==> config.mk <==
export PLATFORM = sky130hd
export DESIGN_NAME = lcd_ctrl_de2
export DESIGN_NICKNAME = d
export VERILOG_FILES = /design/src/rtl/lcd_ctrl_de2.sv
export SDC_FILE = /design/constraint.sdc
export NUM_CORES = 1
export LEC_CHECK = 0
export CAP_MARGIN = 10
export CORE_AREA = 2 2 66 68
export CTS_BUF_LIST = sky130_fd_sc_hd__clkbuf_16
export CTS_CLUSTER_SIZE = 14
export DETAILED_ROUTE_END_ITERATION = 8
export DIE_AREA = 0 0 68 70
export HOLD_SLACK_MARGIN = 0.08
export PLACE_DENSITY = 0.84
export SYNTH_ARGS = -nofsm -noshare
export SYNTH_HDL_FRONTEND = slang
export SYNTH_SLANG_ARGS = --single-unit
==> constraint.sdc <==
create_clock -name CLOCK_50 -period 3.7 [get_ports CLOCK_50]
set_input_delay 0.74 -clock CLOCK_50 [delete_from_list [all_inputs] [get_ports CLOCK_50]]
set_output_delay 0.74 -clock CLOCK_50 [all_outputs]
set_load 0.005 [all_outputs]
==> src/rtl/lcd_ctrl_de2.sv <==
// HD44780 write-only controller for the DE2 16x2 LCD: power-up wait, init bytes, then single-byte writes.
// Define LCD_AUTOWRAP_EN to track the cursor column and insert line-change commands at 16 and 32 characters.
module lcd_ctrl_de2 #(
    parameter int unsigned WAIT_PWR = 750000,
    parameter int unsigned EN_HI    = 25,
    parameter int unsigned CMD_WAIT = 2500,
    parameter int unsigned CLR_WAIT = 82000
) (
    input  logic       CLOCK_50,
    input  logic       RESET,
    input  logic       wr_req,
    input  logic       wr_rs,
    input  logic [7:0] wr_data,
    output logic       busy,
    output logic       init_done,
    output logic [7:0] LCD_DATA,
    output logic       LCD_RS,
    output logic       LCD_RW,
    output logic       LCD_EN,
    output logic       LCD_ON,
    output logic       LCD_BLON
);
    localparam int unsigned MAX_AB = (WAIT_PWR > EN_HI) ? WAIT_PWR : EN_HI;
    localparam int unsigned MAX_CD = (CMD_WAIT > CLR_WAIT) ? CMD_WAIT : CLR_WAIT;
    localparam int unsigned MAXP   = (MAX_AB > MAX_CD) ? MAX_AB : MAX_CD;
    localparam int unsigned CW     = $clog2(MAXP + 1);

    localparam logic [CW-1:0] PWR_LAST = CW'(WAIT_PWR - 1);
    localparam logic [CW-1:0] EN_LAST  = CW'(EN_HI - 1);
    localparam logic [CW-1:0] CMD_LAST = CW'(CMD_WAIT - 1);
    localparam logic [CW-1:0] CLR_LAST = CW'(CLR_WAIT - 1);
    localparam logic [CW-1:0] TWO_LAST = CW'(1);

    typedef enum logic [2:0] {PWR_WAIT, SETUP, PULSE, HOLD, WAIT, IDLE} state_t;

    state_t        state, state_n;
    logic [CW-1:0] cnt, cnt_n;
    logic [1:0]    init_idx, init_idx_n;
    logic          init_done_q, init_done_n;
    logic          rs_q, rs_n;
    logic [7:0]    data_q, data_n;
    logic          long_wait;
    logic [CW-1:0] wait_last;
`ifdef LCD_AUTOWRAP_EN
    logic [4:0]    col, col_n;
    logic          wrap_q, wrap_n;
`endif

    function automatic logic [7:0] init_byte(input logic [1:0] idx);
        case (idx)
            2'd0:    return 8'h38;
            2'd1:    return 8'h0C;
            2'd2:    return 8'h01;
            default: return 8'h06;
        endcase
    endfunction

    assign long_wait = !rs_q && (data_q == 8'h01 || data_q == 8'h02);
    assign wait_last = long_wait ? CLR_LAST : CMD_LAST;

    always_ff @(posedge CLOCK_50) begin
        if (RESET) begin
            state       <= PWR_WAIT;
            cnt         <= '0;
            init_idx    <= '0;
            init_done_q <= 1'b0;
            rs_q        <= 1'b0;
            data_q      <= '0;
`ifdef LCD_AUTOWRAP_EN
            col         <= '0;
            wrap_q      <= 1'b0;
`endif
        end else begin
            state       <= state_n;
            cnt         <= cnt_n;
            init_idx    <= init_idx_n;
            init_done_q <= init_done_n;
            rs_q        <= rs_n;
            data_q      <= data_n;
`ifdef LCD_AUTOWRAP_EN
            col         <= col_n;
            wrap_q      <= wrap_n;
`endif
        end
    end

    always_comb begin
        state_n     = state;
        cnt_n       = cnt;
        init_idx_n  = init_idx;
        init_done_n = init_done_q;
        rs_n        = rs_q;
        data_n      = data_q;
`ifdef LCD_AUTOWRAP_EN
        col_n       = col;
        wrap_n      = wrap_q;
`endif
        case (state)
            PWR_WAIT: begin
                if (cnt == PWR_LAST) begin
                    cnt_n      = '0;
                    state_n    = SETUP;
                    init_idx_n = '0;
                    rs_n       = 1'b0;
                    data_n     = init_byte(2'd0);
                end else begin
                    cnt_n = cnt + 1'b1;
                end
            end
            SETUP: begin
                if (cnt == TWO_LAST) begin
                    cnt_n   = '0;
                    state_n = PULSE;
                end else begin
                    cnt_n = cnt + 1'b1;
                end
            end
            PULSE: begin
                if (cnt == EN_LAST) begin
                    cnt_n   = '0;
                    state_n = HOLD;
                end else begin
                    cnt_n = cnt + 1'b1;
                end
            end
            HOLD: begin
                if (cnt == TWO_LAST) begin
                    cnt_n   = '0;
                    state_n = WAIT;
                end else begin
                    cnt_n = cnt + 1'b1;
                end
            end
            WAIT: begin
                if (cnt == wait_last) begin
                    cnt_n = '0;
                    if (!init_done_q) begin
                        if (init_idx == 2'd3) begin
                            init_done_n = 1'b1;
                            state_n     = IDLE;
`ifdef LCD_AUTOWRAP_EN
                            col_n       = '0;
`endif
                        end else begin
                            init_idx_n = init_idx + 2'd1;
                            data_n     = init_byte(init_idx + 2'd1);
                            state_n    = SETUP;
                        end
                    end else begin
                        state_n = IDLE;
`ifdef LCD_AUTOWRAP_EN
                        // A character ending a line chains straight into the cursor move, keeping busy high.
                        if (wrap_q) begin
                            wrap_n = 1'b0;
                        end else if (rs_q) begin
                            if (col == 5'd15 || col == 5'd31) begin
                                col_n   = (col == 5'd15) ? 5'd16 : 5'd0;
                                rs_n    = 1'b0;
                                data_n  = (col == 5'd15) ? 8'hC0 : 8'h80;
                                wrap_n  = 1'b1;
                                state_n = SETUP;
                            end else begin
                                col_n = col + 5'd1;
                            end
                        end else if (long_wait) begin
                            col_n = '0;
                        end
`endif
                    end
                end else begin
                    cnt_n = cnt + 1'b1;
                end
            end
            IDLE: begin
                if (wr_req) begin
                    rs_n    = wr_rs;
                    data_n  = wr_data;
                    cnt_n   = '0;
                    state_n = SETUP;
                end
            end
            default: state_n = PWR_WAIT;
        endcase
    end

    assign busy      = (state != IDLE);
    assign init_done = init_done_q;
    assign LCD_EN    = (state == PULSE);
    assign LCD_RS    = rs_q;
    assign LCD_DATA  = data_q;
    assign LCD_RW    = 1'b0;
    assign LCD_ON    = 1'b1;
    assign LCD_BLON  = 1'b1;
endmodule
Word-level counts from Yosys, hierarchy flattened
Index checks and enable logic that the tools add are counted.
- output and inout bits: 15
- register bits after elaboration: 35
- equality and inequality tests: 23
- reductions and logical operators: 16
- $add $sub $neg: 2
- mux-type cells: 33
- operators by type and width (cell ; number):
    $mux 20 ; 5
    $pmux 20 s5 ; 1
    $mux 8 ; 5
    $mux 3 ; 8
    $pmux 8 s3 ; 1
    $add 20x1->20 const B ; 1
    $eq 20x1->1 const B ; 1
    $eq 20x17->1 ; 1
    $eq 20x20->1 const B ; 1
    $eq 20x5->1 const B ; 1
    $pmux 3 s6 ; 1
    $pmux 6 s3 ; 1
    $mux 17 ; 1
    $ne 2x2->1 const B ; 7
    $reduce_and 6->1 ; 2
    $eq 8x1->1 const B ; 1
    $eq 8x2->1 const B ; 1
    $mux 2 ; 4
    $eq 3x2->1 const B ; 2
    $eq 3x3->1 const B ; 2
    $reduce_and 5->1 ; 1
    $reduce_bool 5->1 ; 1
    $eq 2x2->1 const B ; 2
    $mux 1 ; 4
    17 further kinds ; 19

Depth between registers and ports, before layout
Gate-level depths: netlist (run 1).
- depth in word-level cells: 7
- depth in mapped cells: 10
- mapped depth without buffers: 8

Worst setup path after synthesis (run 1)
Ideal clock, no wire load.
- kind: reg2reg
- start point: register cnt[15]
- end point: register cnt[11]
- cell stages (with the launch flop): 9
- clock period less this slack: 2.470 ns
- setup slack: 1.230 ns
- data arrival time: 2.336 ns
- buffers on the path: 2
- library setup time: 0.134 ns
- required time: 3.566 ns
- cell sequence: dfxtp_1 > or4_4 > or4_4 > or2_0 > o221a_1 > buf_2 > o211ai_4 > buf_6 > o311ai_1
- longest elaborated chain between the ends: 3
- elaborated cells between the ends (all ways): 9
- those cells by class: eq/ne (4); mux (5)
- RTL lines (item ; line ; RTL):
    start, declared ; 37 ; logic [CW-1:0] cnt, cnt_n;
    start signal, assigned ; 75 ; cnt <= cnt_n;
    $eq 20x17->1, or another cell as far along ; 135 ; if (cnt == wait_last) begin
    $mux 20, on equally long branches ; -- ;
    $pmux 20 s5 * ; 98 ; case (state)
Every way passes the cells marked *; elsewhere a longest branch is shown, timed or not.
A chain may end at the register's enable or synchronous reset.

Worst setup path in the final report (run 1)
- start point: register cnt[6]
- end point: register cnt[4]
Same word-level chain as after synthesis.

==> results.cfg, run 1 <==
[logic_synthesis]
ys_warn_count = 0
yosysUniqueCellTypes = 53
ys_seq_elements = 35
synth-main-ff-cell = dfxtp_1
synthArstFlopShare = 0
synthTopCellsByCount = nand2_1, dfxtp_1, o21ai_0, nor2_1, nand3_1
synth_area_leaders = dfxtp_1, nand2_1, o21ai_0
syn_inst = 295
synth-edff-count = 0
synth_top_area_frac = 0.3016
synth.most_common_cell = nand2_1
seq_area_frac_synth = 0.3016
synth_top_cell_by_area = dfxtp_1
synth_area_per_cell_um2 = 7.876
netlist_area_um2 = 2323

[clock_network]
cts_made_buffers = 5
clkTransAtPathRegs_ps = 50
htree_num_levels = 2
cts.sinks = 35
cts.path.max_buffers = 2
cts_root_buf = clkbuf_16
clk_latency_ps = 280
holdBufCountCts = 0
cts_tree = done
post-cts-setup-buffers = 0
cts_resized = 0

[detailed_routing]
drt_first_pass_iters = 5
viasPerCell = 6.398
drtAntennaViolNets = 0
drt_wl_total_um = 5722
route.detailed.drc = 0
vias = 2329
wl_per_cell_um = 15.72
drt_iter0_markers = 176

[setup_path]
crit_type = reg2reg
cp_top_family = simple AND/OR/NAND/NOR gates
crit_cells = 6
slowest_stage = or3_1
rr_worst_depth = 6
critPathArrivalTime_ps = 3120
cp_max_fo = 18
cpPeakStageDelay_ps = 670
endpoint_kind = register
path_cells = or4_1, nor3b_2, a311oi_2, or3_1, o211ai_4, o311ai_0
crit_required_ps = 3840
cp-start-kind = register
worst-path-buf-inv = 0

[layout]
fin_nets = 330
drive_above_1_share = 0.07692
finalNonFillerCells = 364
diodes = 0
area_delta_synth_final_pct = 18.58
fin_util = 0.6649

[place]
globalplace.congestion = 0.8861
port_buffers = 23
dp_cells = 356
dp_slack_ps = 782.7
dpl.hpwl_um = 3924

[global_routing]
antenna_found_initial = 0
grt_pass1_vias = 2176
grt_pass1_wl_um = 9942
grt_overflow = 0
grt_max_degree = 27
grt_use_total = 0.2671

[floorplan]
row_count = 24
die_h_um = 70
core_area_um2 = 4144
pin_count = 27
start_util = 0.5607
dieWidth_um = 68
die_area_um2 = 4760

[power]
power_frac_clock = 0.403
power.internal_w = 0.0009347
powerDensity_nw_per_um2 = 493.5
p_sw_frac = 0.3125
seqPwrFrac = 0.326
leakage_nw = 0.9430
switchingPower_w = 0.0004249
p_comb_frac = 0.271
ir_worst_vdd_mv = 0.3434

[sta]
tightest_slew_ps = 812.2
fmax_ghz = 0.3357
grt_setup_unrepaired = no
hold_ws_ps = 500.6
relSlewSlack = 0.4586
hold_violations = 0
setup_tns_ps = 0
worst_slack_ps = 721.2
fin_crit_ps = 2979
report.final.setup_viol = 0
fin_crit_sh = 0.8051
fin_skew_ps = 6.132
slew_violations = 0

[status]
outcome = completed

[min_path]
holdPathStages = 2
holdCritPathClass = reg2reg

[job]
cap_violations = 0
==> per-stage QoR <==
| stage | power [W] | area [µm²] |
|---|---|---|
| final | 0.001360 | 2755 |
| after global routing | 0.001433 | 2755 |
| after CTS | 0.001365 | 2755 |
| after detailed placement | 0.0008106 | 2562 |
| after global placement | 0.0008078 | 2562 |
| after floorplan | 0.0007181 | 2327 |
==> cell usage in the layout (no fill, tap or decap), types with 5 or more instances in the layout <==
cell type	count
a21oi_1	12
and2_1	7
and3_1	8
buf_4	5
clkbuf_16	5
clkdlybuf4s50_1	23
dfxtp_1	35
ha_1	7
inv_1	9
nand2_1	38
nand3_1	14
nand4_1	8
nor2_1	15
nor2b_1	5
o2111ai_1	10
o211ai_1	6
o21ai_0	19
o21ai_1	5
o311ai_0	5
o311ai_1	7
==> power groups by stage <==
| stage | clock (W) | combinational [W] | sequential [W] |
|---|---|---|---|
| finish | 0.000549 | 0.000368 | 0.000443 |
| global route | 0.000576 | 0.000409 | 0.000449 |
| CTS | 0.000557 | 0.000364 | 0.000443 |
| detailed placement | 0 | 0.000359 | 0.000451 |
| global placement | 0 | 0.000357 | 0.000451 |
| floorplan | 0 | 0.000276 | 0.000442 |
==> sequential cells by signal (all words and copies together), names as in the netlist <==
name,cells
cnt,20
LCD_DATA,8
state,3
init_idx,2
LCD_RS,1
init_done,1
==> worst reg2reg max path: cells and delay by family, from the launching register on <==
| kind | cells | cell delay [ps] |
|---|---|---|
| AOI/OAI and AO/OA | 3 | 960 |
| DFF | 1 | 400 |
| and+or+nand+nor | 3 | 1480 |
==> cell type report <==
class                   instances  area [µm²]
fillers                       364        1389
clock inverters                 3       67.56
multi-input cells             232        1495
inverters                       9       33.78
clock buffers                   5       125.1
repair buffers                 28       267.8
flip-flops and latches         35       700.7
well taps                      52       65.06
==> path summary, 6_finish.rpt <==
| path | slack, ps | from | to |
|---|---|---|---|
| setup / recovery | 720 | cnt[6]$_SDFFE_PP0P_ | cnt[4]$_SDFFE_PP0P_ |
| hold / removal | 500 | LCD_DATA[6]$_SDFFE_PP0P_ | LCD_DATA[6]$_SDFFE_PP0P_ |
| setup reg to reg | 720 | cnt[6]$_SDFFE_PP0P_ | cnt[4]$_SDFFE_PP0P_ |
| hold reg to reg | 500 | LCD_DATA[6]$_SDFFE_PP0P_ | LCD_DATA[6]$_SDFFE_PP0P_ |
==> metal layers <==
layer  vias up  track usage  share of wire  wire [µm]
met5         -            0              0          0
met2        99       0.4380           0.49       2793
met4         0       0.1022          0.016         90
met1      1071       0.3344           0.42       2411
met3         9      0.05958          0.074        426
li1       1150            -              -          -
==> cell families after synthesis <==
family	synth area share
buf+inv	0.05654
other cells	0.003232
compound gates	0.2741
simple gates	0.2849
fa+ha+maj	0.03769
xor+xnor	0.01885
mux	0.02315
flops	0.3016
Note: power is estimated with default switching activity, not from simulation.
==> run 2, diff against run 1 <==
Settings changed: CORE_AREA 2 2 66 68 to 2 2 68 70, DIE_AREA 0 0 68 70 to 0 0 70 72, PLACE_DENSITY 0.84 to 0.8.
Clock period 3.7 ns to 2.9 ns, I/O delays scaled along.
==> run 2 against run 1 <==
Compared with the run above:
- combinational power up 31%
- setup slack worse by 500 ps
- count of clock-buffer cells in the layout unchanged
- clock power up 12%
- clock skew about the same
- register-to-register slack worse by 500 ps
- core utilization down 1.6 points
- wire length up 3.8%
==> results.cfg, run 2 (synthesis results as in run 1) <==
[layout]
diodes = 0
area_delta_synth_final_pct = 19.17
largest_register = cnt
layout_common_cells = nand2_1, dfxtp_1, clkdlybuf4s50_1
drive_above_1_share = 0.09464
largest_reg_flops = 20
layout_commonest_cell = nand2_1
fin_util = 0.6494
fin_nets = 335

[setup_path]
crit_type = reg2reg
cp-startpoint = cnt[17]$_SDFFE_PP0P_
cp-start-kind = register
worst-path-buf-inv = 0
cp_max_fo = 18
rr_worst_depth = 6
critPathArrivalTime_ps = 2820
cp_top_family = simple AND/OR/NAND/NOR gates
path_cells = or4_1, nor2_1, a311oi_2, or3_1, o211ai_4, o311ai_0
slowest_stage = or4_1
crit_required_ps = 3040
reg2reg_slack_ps = 220
endpoint_kind = register
r2r-start = cnt[17]$_SDFFE_PP0P_
rr_endpoint = cnt[15]$_SDFFE_PP0P_
cpPeakStageDelay_ps = 530

[floorplan]
pin_count = 27
dieWidth_um = 70
die_area_um2 = 5040
core_area_um2 = 4264
die_h_um = 72
row_count = 24
start_util = 0.5449

[clock_network]
cts_root_buf = clkbuf_16
htree_num_levels = 2
cts.sinks = 35
cts_tree = done
cts_made_buffers = 5
clkTransAtPathRegs_ps = 60
clk_latency_ps = 280
holdBufCountCts = 0
cts.path.max_buffers = 2

[sta]
slew_violations = 0
fin_crit_ps = 2677
hold_violations = 0
tightest_slew_ps = 766.8
fin_skew_ps = 6.116
relSlewSlack = 0.4881
report.final.setup_viol = 0
grt_setup_unrepaired = no
setup_tns_ps = 0
fin_crit_sh = 0.9232
fmax_ghz = 0.3735

[status]
outcome = completed

[min_path]
hold_start = cnt[1]$_SDFFE_PP0P_
hold_path_end = cnt[1]$_SDFFE_PP0P_
holdPathStages = 2
holdCritPathClass = reg2reg

[detailed_routing]
viasPerCell = 6.404
wl_per_cell_um = 16.09
drt_first_pass_iters = 4
vias = 2363
route.detailed.drc = 0
drtAntennaViolNets = 0
drt_wl_total_um = 5938
drt_iter0_markers = 210

[global_routing]
grt_overflow = 0
grt_pass1_vias = 2138
grt_use_total = 0.2456
grt_max_degree = 27
antenna_found_initial = 0
grt_pass1_wl_um = 10020

[job]
cap_violations = 0

[place]
port_buffers = 23
dpl.hpwl_um = 4144
globalplace.congestion = 0.9322

[power]
ir_worst_vdd_mv = 0.4329
powerDensity_nw_per_um2 = 601.9
leakage_nw = 0.9617
run 2: metal layers:
layer  global-route usage  routed length (µm)
met2               0.3989                2833
met5                    0                   0
met1               0.3197                2633
met4               0.1047                 144
met3              0.05139                 326
run 2: area by class of cell:
cell class / instances / area [µm²]
clock buffer: 5 / 125.1
fill: 380 / 1495
inverter: 9 / 33.78
sequential: 35 / 700.7
clock inverter: 3 / 43.79
timing repair buffer: 33 / 305.3
multi-input combinational: 232 / 1495
tap: 52 / 65.06
run 2: what timing repair did:
item	in CTS	in global routing
setup endpoints to repair	0	5
gates resized for setup	0	2
buffers inserted	0	0
run 2: where the power goes:
part | leakage [nW] | total, W | switching, W | internal (W)
registers | 0.283 | 0.000567 | 0.0000504 | 0.000516
logic | 0.595 | 0.000483 | 0.000291 | 0.000192
clock network | 0.0838 | 0.000617 | 0.000212 | 0.000405
total | 0.962 | 0.00167 | 0.000553 | 0.00111
run 2: worst register-to-register path, delay by kind of cell (launching register included):
kind / cells / cell delay, ps
AOI/OAI and AO/OA: 3 / 910
and+or+nand+nor: 3 / 1260
DFF: 1 / 360
run 2: worst max-delay path by stage:
| stage | cells after the start | end |
|---|---|---|
| finish | 6 | cnt[15]$_SDFFE_PP0P_ |
| global route | 6 | cnt[8]$_SDFFE_PP0P_ |
| CTS | 6 | LCD_DATA[3]$_SDFFE_PP0P_ |
| detailed placement | 6 | cnt[8]$_SDFFE_PP0P_ |
| global placement | 6 | cnt[6]$_SDFFE_PP0P_ |
| floorplan | 8 | cnt[11]$_SDFFE_PP0P_ |
run 2: metrics by stage:
step | std cells | instance area [µm²] | hold WS [ps] | setup slack [ps] | total power (W)
floorplan | 296 | 2327 | 464.1 | 430.0 | 0.0009162
global placement | 361 | 2600 | 481.6 | 273.3 | 0.001039
detailed placement | 361 | 2600 | 488.2 | 195.6 | 0.001051
CTS | 369 | 2769 | 496.3 | 180.5 | 0.001671
global route | 369 | 2769 | 523.0 | 55.99 | 0.001746
finish | 369 | 2769 | 500.1 | 222.8 | 0.001667
==> run 3, diff against run 2 <==
Settings changed: CELL_PAD_IN_SITES_DETAIL_PLACEMENT set to 0, CELL_PAD_IN_SITES_GLOBAL_PLACEMENT set to 1, CORE_AREA 2 2 68 70 to 2 2 78 80, DIE_AREA 0 0 70 72 to 0 0 80 82.
==> run 3 against run 2 <==
Compared with the run above:
- sequential power is essentially flat
- final cell count grew 7.3%
- largest cell class unchanged
- maximum frequency hardly changed
- worst hold slack worse by 2.4 ps
- first-iteration DRC count shrank 52%
- register-to-register slack barely moved
- sequential share of layout area fell by 0.25 points
- design area increased by 0.99%
- flip-flop and latch count is the same
==> results.cfg, run 3 (synthesis results as in run 1) <==
[status]
outcome = completed

[global_routing]
met3_usage = 0.03846
grt.busiest_layer = met2
grt_util_met2 = 0.3417
grt_overflow = 0
grt_pass1_vias = 2180
grt_pass1_wl_um = 10810
antenna_found_initial = 0
grt.met1_usage = 0.2777
grt_max_degree = 25
grt_use_total = 0.2083

[sta]
slew_violations = 0
setup_tns_ps = 0
fin_crit_ps = 2677
relSlewSlack = 0.6382
grt_setup_unrepaired = no
fin_crit_sh = 0.9232
fin_skew_ps = 5.871
fmax_ghz = 0.3735
report.final.setup_viol = 0
worst_slack_ps = 222.7
tightest_slew_ps = 540.2
hold_violations = 0

[floorplan]
pin_count = 27
die_area_um2 = 6560
row_count = 28
core_area_um2 = 5746
die_h_um = 82
dieWidth_um = 80
start_util = 0.4044

[setup_path]
endpoint_kind = register
cp_top_family = simple AND/OR/NAND/NOR gates
cp-start-kind = register
cp_max_fo = 16
worst-path-buf-inv = 1
slowest_stage = or4_4
rr_endpoint = cnt[3]$_SDFFE_PP0P_
critPathArrivalTime_ps = 2840
reg2reg_slack_ps = 220
cp-endpoint = cnt[3]$_SDFFE_PP0P_
r2r-start = cnt[15]$_SDFFE_PP0P_
cp-startpoint = cnt[15]$_SDFFE_PP0P_
crit_required_ps = 3070
path_cells = or4_4, nor3b_2, a311oi_2, or3_1, o211ai_4, buf_4, o21ai_1
crit_cells = 7
cpPeakStageDelay_ps = 570
rr_worst_depth = 7
crit_type = reg2reg

[clock_network]
cts_root_buf = clkbuf_16
clk_latency_ps = 280
holdBufCountCts = 0
htree_num_levels = 2
cts_tree = done
cts_made_buffers = 5
cts.sinks = 35
clkTransAtPathRegs_ps = 50
cts.path.max_buffers = 2

[detailed_routing]
wl_per_cell_um = 15.94
viasPerCell = 5.876
route.detailed.drc = 0
vias = 2327
drtAntennaViolNets = 0
drt_wl_total_um = 6312
drt_iter0_markers = 101
drt_first_pass_iters = 4

[power]
leakage_nw = 0.9745
switchingPower_w = 0.0005501
finalPower_w = 0.001574
powerDensity_nw_per_um2 = 562.8
p_sw_frac = 0.3496
seqPwrFrac = 0.361
power.internal_w = 0.001024
ir_worst_vdd_mv = 0.3718
p_comb_frac = 0.313
power_frac_clock = 0.326

[place]
dpl.hpwl_um = 4471
globalplace.congestion = 0.8135
dp_slack_ps = 208.1
port_buffers = 23

[layout]
area_delta_synth_final_pct = 20.36
largest_register = cnt
fillers = 603
diodes = 0
drive_above_1_share = 0.09657
fin_nets = 339
fin_util = 0.4867
layout_commonest_cell = nand2_1
largest_reg_flops = 20
layout_common_cells = nand2_1, dfxtp_1, clkdlybuf4s50_1

[job]
cap_violations = 0

[min_path]
hold_start = cnt[1]$_SDFFE_PP0P_
holdCritPathClass = reg2reg
==> run 3: how the worst min path moves through the flow <==
stage	endpoint	slack [ps]	cells after the start
2_1_floorplan	cnt[1]$_SDFFE_PP0P_	460	2
3_3_place_gp	LCD_DATA[2]$_SDFFE_PP0P_	490	2
3_5_place_dp	cnt[1]$_SDFFE_PP0P_	490	2
4_1_cts	cnt[1]$_SDFFE_PP0P_	500	2
5_1_grt	LCD_DATA[6]$_SDFFE_PP0P_	540	2
6_report	cnt[1]$_SDFFE_PP0P_	500	2
==> run 3: cell type report <==
| cell class | instances | area [µm²] | area share |
|---|---|---|---|
| Inverter | 9 | 33.78 | 0.01208 |
| Multi-Input combinational cell | 232 | 1495 | 0.5347 |
| Clock inverter | 3 | 12.51 | 0.004474 |
| Tap cell | 75 | 93.84 | 0.03356 |
| Sequential cell | 35 | 700.7 | 0.2506 |
| Timing Repair Buffer | 37 | 335.3 | 0.1199 |
| Clock buffer | 5 | 125.1 | 0.04474 |
==> run 3: stage by stage <==
stage / hold WS (ps) / instance area, µm² / std cells
floorplan: 464.1 / 2327 / 296
global placement: 485.4 / 2659 / 388
detailed placement: 493.3 / 2659 / 388
CTS: 500.8 / 2796 / 396
global route: 540.7 / 2796 / 396
finish: 497.7 / 2796 / 396
==> run 3: tightest hold or removal path, stage by stage (launching register included) <==
cell and delay (ps):
dfxtp_1 340, nand2_1 60, o21ai_1 50
==> run 3: layer usage <==
metal	share of wire	vias up
met1	0.46	1105
met4	0.0081	0
met2	0.49	47
met3	0.045	6
li1	-	1169
met5	0	-
==> run 3: power by group through the flow <==
stage / clock (W) / combinational (W) / sequential, W
2_1_floorplan: 0 / 0.000352 / 0.000564
3_3_place_gp: 0 / 0.000489 / 0.000576
3_5_place_dp: 0 / 0.000487 / 0.000578
4_1_cts: 0.000525 / 0.000489 / 0.000568
5_1_grt: 0.000541 / 0.000553 / 0.000577
6_report: 0.000513 / 0.000493 / 0.000568
==> run 3: repair_timing <==
item / CTS / global route
setup buffers: 0 / 0
setup endpoints to repair: 0 / 1
gates resized for setup: 0 / 1
